**src/rtl/mem_stage_if.sv**
```systemverilog
// rtl/mem_stage_if.sv - EXE->MEM payload, data-SRAM response, flush and MEM->WB/decode signals
interface mem_stage_if;
    logic        es_to_ms_valid;
    logic        ms_allowin;
    logic [31:0] es_pc;
    logic [4:0]  es_dest;
    logic        es_gr_we;
    logic        es_mem_req;
    logic [2:0]  es_ld_op;
    logic [1:0]  es_addr_lo;
    logic [31:0] es_result;
    logic        es_excp;
    logic [15:0] es_excp_num;
    logic        data_sram_data_ok;
    logic [31:0] data_sram_rdata;
    logic        excp_flush;
    logic        ertn_flush;
    logic        ws_allowin;
    logic        ms_to_ws_valid;
    logic [31:0] ms_pc;
    logic [4:0]  ms_dest;
    logic        ms_gr_we;
    logic [31:0] ms_final_result;
    logic        ms_excp;
    logic [15:0] ms_excp_num;
    logic        ms_ex;
    logic        ms_fwd_valid;
    logic [4:0]  ms_fwd_dest;
    logic [31:0] ms_fwd_data;
    logic        ms_fwd_busy;

    modport slave (
        input  es_to_ms_valid, es_pc, es_dest, es_gr_we, es_mem_req, es_ld_op,
               es_addr_lo, es_result, es_excp, es_excp_num,
               data_sram_data_ok, data_sram_rdata, excp_flush, ertn_flush, ws_allowin,
        output ms_allowin, ms_to_ws_valid, ms_pc, ms_dest, ms_gr_we, ms_final_result,
               ms_excp, ms_excp_num, ms_ex, ms_fwd_valid, ms_fwd_dest, ms_fwd_data,
               ms_fwd_busy
    );

    modport master (
        output es_to_ms_valid, es_pc, es_dest, es_gr_we, es_mem_req, es_ld_op,
               es_addr_lo, es_result, es_excp, es_excp_num,
               data_sram_data_ok, data_sram_rdata, excp_flush, ertn_flush, ws_allowin,
        input  ms_allowin, ms_to_ws_valid, ms_pc, ms_dest, ms_gr_we, ms_final_result,
               ms_excp, ms_excp_num, ms_ex, ms_fwd_valid, ms_fwd_dest, ms_fwd_data,
               ms_fwd_busy
    );
endinterface

```
**src/rtl/mem_stage.sv**
```systemverilog
// rtl/mem_stage.sv - pipeline MEM stage: waits for data-SRAM response, buffers, extends loads
module mem_stage #(
    parameter int DISCARD_W = 2
) (
    input  logic        clk,
    input  logic        resetn,
    mem_stage_if.slave  bus
);
    typedef enum logic [1:0] {S_EMPTY, S_PASS, S_WAIT, S_HOLD} state_t;

    state_t               r_state;
    state_t               w_state_nxt;
    logic [DISCARD_W-1:0] r_discard;
    logic [DISCARD_W-1:0] w_discard_nxt;

    logic [31:0] r_pc;
    logic [4:0]  r_dest;
    logic        r_gr_we;
    logic [2:0]  r_ld_op;
    logic [1:0]  r_addr_lo;
    logic [31:0] r_result;
    logic        r_excp;
    logic [15:0] r_excp_num;
    logic [31:0] r_rdata_buf;

    logic        w_flush;
    logic        w_valid;
    logic        w_ready_go;
    logic        w_allowin;
    logic        w_latch;
    logic        w_deliver;
    logic        w_capture;
    logic        w_disc_inc;
    logic        w_disc_dec;
    logic [31:0] w_ld_src;
    logic [31:0] w_shifted;
    logic [31:0] w_final;

    assign w_flush   = bus.excp_flush | bus.ertn_flush;
    assign w_valid   = (r_state != S_EMPTY);
    assign w_deliver = (r_state == S_WAIT) && bus.data_sram_data_ok && (r_discard == '0);

    always_comb begin
        w_ready_go = 1'b0;
        case (r_state)
            S_PASS, S_HOLD: w_ready_go = 1'b1;
            S_WAIT:         w_ready_go = w_deliver;
            default:        w_ready_go = 1'b0;
        endcase
    end

    assign w_allowin = !w_valid || (w_ready_go && bus.ws_allowin) || w_flush;
    assign w_latch   = bus.es_to_ms_valid && w_allowin;

    always_ff @(posedge clk or negedge resetn) begin
        if (!resetn) begin
            r_state   <= S_EMPTY;
            r_discard <= '0;
        end else begin
            r_state   <= w_state_nxt;
            r_discard <= w_discard_nxt;
        end
    end

    // A new payload wins over flush/handoff; a response that writeback cannot take yet is parked.
    always_comb begin
        w_state_nxt = r_state;
        w_capture   = 1'b0;
        if (w_latch) begin
            w_state_nxt = (bus.es_mem_req && !bus.es_excp) ? S_WAIT : S_PASS;
        end else if (w_flush || (w_ready_go && bus.ws_allowin)) begin
            w_state_nxt = S_EMPTY;
        end else if (w_deliver) begin
            w_state_nxt = S_HOLD;
            w_capture   = 1'b1;
        end
    end

    // Responses owed to flushed accesses are counted so they never reach a younger load.
    assign w_disc_inc = w_flush && (r_state == S_WAIT) && !w_deliver;
    assign w_disc_dec = bus.data_sram_data_ok && (r_discard != '0);

    always_comb begin
        w_discard_nxt = r_discard;
        if (w_disc_inc && !w_disc_dec) begin
            if (!(&r_discard))
                w_discard_nxt = r_discard + 1'b1;
        end else if (w_disc_dec && !w_disc_inc) begin
            w_discard_nxt = r_discard - 1'b1;
        end
    end

    always_ff @(posedge clk or negedge resetn) begin
        if (!resetn) begin
            r_pc        <= '0;
            r_dest      <= '0;
            r_gr_we     <= 1'b0;
            r_ld_op     <= '0;
            r_addr_lo   <= '0;
            r_result    <= '0;
            r_excp      <= 1'b0;
            r_excp_num  <= '0;
            r_rdata_buf <= '0;
        end else begin
            if (w_latch) begin
                r_pc       <= bus.es_pc;
                r_dest     <= bus.es_dest;
                r_gr_we    <= bus.es_gr_we;
                r_ld_op    <= bus.es_ld_op;
                r_addr_lo  <= bus.es_addr_lo;
                r_result   <= bus.es_result;
                r_excp     <= bus.es_excp;
                r_excp_num <= bus.es_excp_num;
            end
            if (w_capture)
                r_rdata_buf <= bus.data_sram_rdata;
        end
    end

    assign w_ld_src  = (r_state == S_HOLD) ? r_rdata_buf : bus.data_sram_rdata;
    assign w_shifted = w_ld_src >> {r_addr_lo, 3'b000};

    always_comb begin
        w_final = r_result;
        case (r_ld_op)
            3'b001:  w_final = {{24{w_shifted[7]}}, w_shifted[7:0]};
            3'b101:  w_final = {24'h0, w_shifted[7:0]};
            3'b010:  w_final = {{16{w_shifted[15]}}, w_shifted[15:0]};
            3'b110:  w_final = {16'h0, w_shifted[15:0]};
            3'b011:  w_final = w_ld_src;
            default: w_final = r_result;
        endcase
    end

    assign bus.ms_allowin      = w_allowin;
    assign bus.ms_to_ws_valid  = w_valid && w_ready_go && !w_flush;
    assign bus.ms_pc           = r_pc;
    assign bus.ms_dest         = r_dest;
    assign bus.ms_gr_we        = r_gr_we;
    assign bus.ms_final_result = w_final;
    assign bus.ms_excp         = r_excp;
    assign bus.ms_excp_num     = r_excp_num;
    assign bus.ms_ex           = w_valid && r_excp;
    assign bus.ms_fwd_valid    = w_valid && r_gr_we && (r_dest != 5'd0);
    assign bus.ms_fwd_dest     = r_dest;
    assign bus.ms_fwd_data     = w_final;
    assign bus.ms_fwd_busy     = w_valid && (r_state == S_WAIT) && (r_ld_op != 3'b000);
endmodule

```
**src/flat_wrapper.sv**
```systemverilog
// flat-port wrapper written by rule: the top's interface ports become plain ports
module mem_stage_flat 
#(
    parameter int DISCARD_W = 2
)
  (clk, resetn, bus_es_to_ms_valid, bus_es_pc, bus_es_dest, bus_es_gr_we, bus_es_mem_req, bus_es_ld_op, bus_es_addr_lo, bus_es_result, bus_es_excp, bus_es_excp_num, bus_data_sram_data_ok, bus_data_sram_rdata, bus_excp_flush, bus_ertn_flush, bus_ws_allowin, bus_ms_allowin, bus_ms_to_ws_valid, bus_ms_pc, bus_ms_dest, bus_ms_gr_we, bus_ms_final_result, bus_ms_excp, bus_ms_excp_num, bus_ms_ex, bus_ms_fwd_valid, bus_ms_fwd_dest, bus_ms_fwd_data, bus_ms_fwd_busy);
  mem_stage_if bus_i ();
  input  logic clk;
  input  logic resetn;
  input wire logic [$bits(bus_i.es_to_ms_valid)-1:0] bus_es_to_ms_valid;
  input wire logic [$bits(bus_i.es_pc)-1:0] bus_es_pc;
  input wire logic [$bits(bus_i.es_dest)-1:0] bus_es_dest;
  input wire logic [$bits(bus_i.es_gr_we)-1:0] bus_es_gr_we;
  input wire logic [$bits(bus_i.es_mem_req)-1:0] bus_es_mem_req;
  input wire logic [$bits(bus_i.es_ld_op)-1:0] bus_es_ld_op;
  input wire logic [$bits(bus_i.es_addr_lo)-1:0] bus_es_addr_lo;
  input wire logic [$bits(bus_i.es_result)-1:0] bus_es_result;
  input wire logic [$bits(bus_i.es_excp)-1:0] bus_es_excp;
  input wire logic [$bits(bus_i.es_excp_num)-1:0] bus_es_excp_num;
  input wire logic [$bits(bus_i.data_sram_data_ok)-1:0] bus_data_sram_data_ok;
  input wire logic [$bits(bus_i.data_sram_rdata)-1:0] bus_data_sram_rdata;
  input wire logic [$bits(bus_i.excp_flush)-1:0] bus_excp_flush;
  input wire logic [$bits(bus_i.ertn_flush)-1:0] bus_ertn_flush;
  input wire logic [$bits(bus_i.ws_allowin)-1:0] bus_ws_allowin;
  output wire logic [$bits(bus_i.ms_allowin)-1:0] bus_ms_allowin;
  output wire logic [$bits(bus_i.ms_to_ws_valid)-1:0] bus_ms_to_ws_valid;
  output wire logic [$bits(bus_i.ms_pc)-1:0] bus_ms_pc;
  output wire logic [$bits(bus_i.ms_dest)-1:0] bus_ms_dest;
  output wire logic [$bits(bus_i.ms_gr_we)-1:0] bus_ms_gr_we;
  output wire logic [$bits(bus_i.ms_final_result)-1:0] bus_ms_final_result;
  output wire logic [$bits(bus_i.ms_excp)-1:0] bus_ms_excp;
  output wire logic [$bits(bus_i.ms_excp_num)-1:0] bus_ms_excp_num;
  output wire logic [$bits(bus_i.ms_ex)-1:0] bus_ms_ex;
  output wire logic [$bits(bus_i.ms_fwd_valid)-1:0] bus_ms_fwd_valid;
  output wire logic [$bits(bus_i.ms_fwd_dest)-1:0] bus_ms_fwd_dest;
  output wire logic [$bits(bus_i.ms_fwd_data)-1:0] bus_ms_fwd_data;
  output wire logic [$bits(bus_i.ms_fwd_busy)-1:0] bus_ms_fwd_busy;
  assign bus_i.es_to_ms_valid = bus_es_to_ms_valid;
  assign bus_i.es_pc = bus_es_pc;
  assign bus_i.es_dest = bus_es_dest;
  assign bus_i.es_gr_we = bus_es_gr_we;
  assign bus_i.es_mem_req = bus_es_mem_req;
  assign bus_i.es_ld_op = bus_es_ld_op;
  assign bus_i.es_addr_lo = bus_es_addr_lo;
  assign bus_i.es_result = bus_es_result;
  assign bus_i.es_excp = bus_es_excp;
  assign bus_i.es_excp_num = bus_es_excp_num;
  assign bus_i.data_sram_data_ok = bus_data_sram_data_ok;
  assign bus_i.data_sram_rdata = bus_data_sram_rdata;
  assign bus_i.excp_flush = bus_excp_flush;
  assign bus_i.ertn_flush = bus_ertn_flush;
  assign bus_i.ws_allowin = bus_ws_allowin;
  assign bus_ms_allowin = bus_i.ms_allowin;
  assign bus_ms_to_ws_valid = bus_i.ms_to_ws_valid;
  assign bus_ms_pc = bus_i.ms_pc;
  assign bus_ms_dest = bus_i.ms_dest;
  assign bus_ms_gr_we = bus_i.ms_gr_we;
  assign bus_ms_final_result = bus_i.ms_final_result;
  assign bus_ms_excp = bus_i.ms_excp;
  assign bus_ms_excp_num = bus_i.ms_excp_num;
  assign bus_ms_ex = bus_i.ms_ex;
  assign bus_ms_fwd_valid = bus_i.ms_fwd_valid;
  assign bus_ms_fwd_dest = bus_i.ms_fwd_dest;
  assign bus_ms_fwd_data = bus_i.ms_fwd_data;
  assign bus_ms_fwd_busy = bus_i.ms_fwd_busy;
  mem_stage #(.DISCARD_W(DISCARD_W)) u_core (.clk(clk), .resetn(resetn), .bus(bus_i));
endmodule
```
**config.mk**
```make
export PLATFORM = sky130hd
export DESIGN_NAME = mem_stage_flat
export DESIGN_NICKNAME = d
export VERILOG_FILES = /design/src/rtl/mem_stage_if.sv /design/src/rtl/mem_stage.sv /design/src/flat_wrapper.sv
export SDC_FILE = /design/constraint.sdc
export NUM_CORES = 1
export LEC_CHECK = 0
export CAP_MARGIN = 15
export CELL_PAD_IN_SITES_DETAIL_PLACEMENT = 1
export CELL_PAD_IN_SITES_GLOBAL_PLACEMENT = 1
export CORE_MARGIN = 2
export CORE_UTILIZATION = 38
export CTS_BUF_LIST = sky130_fd_sc_hd__clkbuf_4 sky130_fd_sc_hd__clkbuf_8
export DETAILED_ROUTE_END_ITERATION = 8
export PLACE_DENSITY_LB_ADDON = 0.05
export SLEW_MARGIN = 20
export SYNTH_ARGS = -nofsm -noshare
export SYNTH_HDL_FRONTEND = slang
export SYNTH_SLANG_ARGS = --single-unit
```
**constraint.sdc**
```tcl
create_clock -name clk -period 4.25 [get_ports clk]
set_input_delay 0.425 -clock clk [delete_from_list [all_inputs] [get_ports clk]]
set_output_delay 0.425 -clock clk [all_outputs]
set_load 0.01 [all_outputs]
```
==> out/qor.csv <==
metric;value;unit
drc_errors;0;
r2r_cells;6;
multi_input_comb_area;2990;µm²
ys_seq_area_frac;0.480;
synth_async_sr_flop_share;1.00;
avgViaCountPerCell;5.38;
die_width;137;µm
gp_congestion;0.841;
skew;0.0139;ns
synth-xor-area-share;0;
syn_area_per_cell;12.3;µm²
crit_required;3.83;ns
grt_pass1_wl;33900;µm
core;17200;µm²
port_buffers;260;
yosysWarnings;0;
detailed_place_hpwl;16400;µm
cts_buffer_depth;2;
fin_crit_sh;0.885;
synthCells;544;
grt_use_total;0.242;
synth_area_leader_cell;dfrtp_1;
ys.flop_type;dfrtp_1;
final_nets;892;
dieHeight;137;µm
synthAdderAreaFrac;0;
worstSetupEndpointType;output port;
muxShareOfSynthArea;0.278;
via_count;5375;
htreeDepth;4;
critPathKind;flop to output port;
synth_common_cells;mux2_2, dfrtp_1, buf_4;
cts_resized;0;
setup_tns;0;ns
worst_pin_slew;1.01;ns
max_freq;266;MHz
cts_root_buffer;clkbuf_8;
detailedPlace.worstSlack;0.790;ns
synth_cell_type_count;43;
grt_overflow_total;0;
drtIter0Drc;245;
ys_seq_elements;128;
r2r_setup_slack;1.97;ns
stdcell_area;9640;µm²
clkTransAtPathRegs;0.09;ns
final_max_slew_viol_count;0;
synth_compound_area_frac;0.115;
grt_pass1_vias;5913;
synth.net_count;676;
total_power;4.12;mW
ctsHoldBuffers;0;
synth_top_cells_by_area;dfrtp_1, mux2_2, buf_4;
timing.rr.start;u_core.r_discard[0];
p_leak;4.12;nW
ant_nets;0;
power_density;427;nW/µm²
setup_viol;0;
numCtsBuffers;17;
slew_headroom;0.327;
grt_max_degree;104;
cp_max_fo;18;
area_delta_synth_final;44.5;%
hold_viol;0;
cts_tree;built;
r2r_end;u_core.r_result[10];
final-seq-area;3200;µm²
wirelength;22000;µm
antenna_found_initial;1;
vdd_drop_max;0.000245;V
hp-class;input port to asynchronous set/reset pin;
synth_top_family_by_area;multiplexers;
start_util;0.387;
drive_gt1_frac;0.255;
clock_sinks;128;
critPathLaunchType;flop;
worst_slack;0.488;ns
clock_latency;0.45;ns
synth_top_area_frac;0.480;
timing.max_cap.violations;0;
min_period;3.76;ns
wire_per_inst;22.0;µm
worstPathArrival;3.34;ns
synth_area;6670;µm²
dieArea;18600;µm²
rsz0062_at_grt;no;
row_count;48;
drt_pass1_iterations;6;
synth_edf_count;0;
synthSimpleGateAreaFrac;0.0544;
ioPinCount;261;
synth_most_common_cell;mux2_2;
post_dp_cell_area;9190;µm²
post_cts_buffers;0;
nFillCells;1766;
status;complete, no violations;
[metal layers]
layer  track usage  vias to the layer above  routed length [µm]
met3         0.105                       15                2160
met2         0.401                      215               10900
met4        0.0619                        0                 172
met5             0                        -                   0
met1         0.289                     2740                8810
li1              -                     2405                   -
[stage by stage]
stage | instances | util | hold slack, ns
2_1_floorplan | 544 | - | 0.129
3_3_place_gp | 966 | 0.533 | 0.484
3_5_place_dp | 966 | 0.533 | 0.492
4_1_cts | 998 | 0.559 | 0.130
5_1_grt | 998 | 0.559 | 0.137
6_report | 999 | 0.559 | 0.0661
[power by group]
group	internal, mW	leakage [nW]	switching (mW)
combinational	0.825	2.34	0.616
sequential	1.37	1.56	0.115
clock	0.655	0.218	0.533
[cell families (layout without fill, tap and decap cells)]
family	count (synthesis)	count (layout)
flops	128	128
buf+inv	78	307
simple gates	67	67
other cells	0	1
mux	164	164
compound gates	107	107
[worst max-delay path, stage by stage (launching register included)]
cell and delay, ns:
dfrtp_1 0.40, nand2_2 0.38, buf_4 0.27, mux2_2 0.24, o22ai_1 0.09, a2111oi_0 0.72
a221o_1 0.25, clkdlybuf4s50_1 0.55
[worst max path at each step]
stage	startpoint	to	slack [ns]	depth (start not counted)
6_report	u_core.r_state[1]	bus_ms_final_result[4]	0.49	7
5_1_grt	u_core.r_state[1]	bus_ms_final_result[4]	0.33	7
4_1_cts	u_core.r_state[1]	bus_ms_final_result[4]	0.47	7
3_5_place_dp	bus_data_sram_rdata[7]	bus_ms_final_result[15]	0.79	7
3_3_place_gp	bus_data_sram_rdata[7]	bus_ms_final_result[15]	0.83	7
2_1_floorplan	u_core.r_state[1]	bus_ms_fwd_data[6]	1.73	7
[cells in the final DEF, fill, tap and decap left out, types with 3 or more instances in the layout]
| cell | synthesis | routed |
|---|---|---|
| o21bai_1 | 8 | 8 |
| nor2b_1 | 15 | 14 |
| a2111oi_0 | 4 | 4 |
| inv_1 | 3 | 3 |
| o21ai_0 | 6 | 6 |
| and3_1 | 4 | 4 |
| clkbuf_8 | 0 | 17 |
| clkdlybuf4s50_1 | 0 | 259 |
| a211oi_1 | 3 | 3 |
| nand2_1 | 13 | 12 |
| dfrtp_1 | 128 | 128 |
| nor3_1 | 4 | 4 |
| nor2_1 | 13 | 13 |
| mux4_2 | 3 | 3 |
| mux2_2 | 140 | 140 |
| buf_4 | 39 | 11 |
| bufinv_16 | 0 | 4 |
| mux2i_1 | 21 | 21 |
| nand2b_1 | 8 | 8 |
| o22ai_1 | 12 | 12 |
| a221o_1 | 7 | 7 |
| a222oi_1 | 7 | 7 |
| inv_6 | 0 | 5 |
| a21oi_1 | 32 | 32 |
| o22a_1 | 17 | 17 |
[sequential cells by signal (all words and copies together), names as in the netlist]
| register | cells |
|---|---|
| u_core.bus.ms_dest | 5 |
| u_core.bus.ms_excp | 1 |
| u_core.bus.ms_excp_num | 16 |
| u_core.bus.ms_gr_we | 1 |
| u_core.bus.ms_pc | 32 |
| u_core.r_addr_lo | 2 |
| u_core.r_discard | 2 |
| u_core.r_ld_op | 3 |
| u_core.r_rdata_buf | 32 |
| u_core.r_result | 32 |
| u_core.r_state | 2 |
[area by class of cell]
cell class,instances,area share
inverter,3,0.00117
timing repair buffer,272,0.281
sequential,128,0.332
multi-input combinational,338,0.310
clock inverter,14,0.0209
clock buffer,18,0.0251
antenna,1,0.000260
tap,225,0.0292
Note: power is estimated with default switching activity, not from simulation.
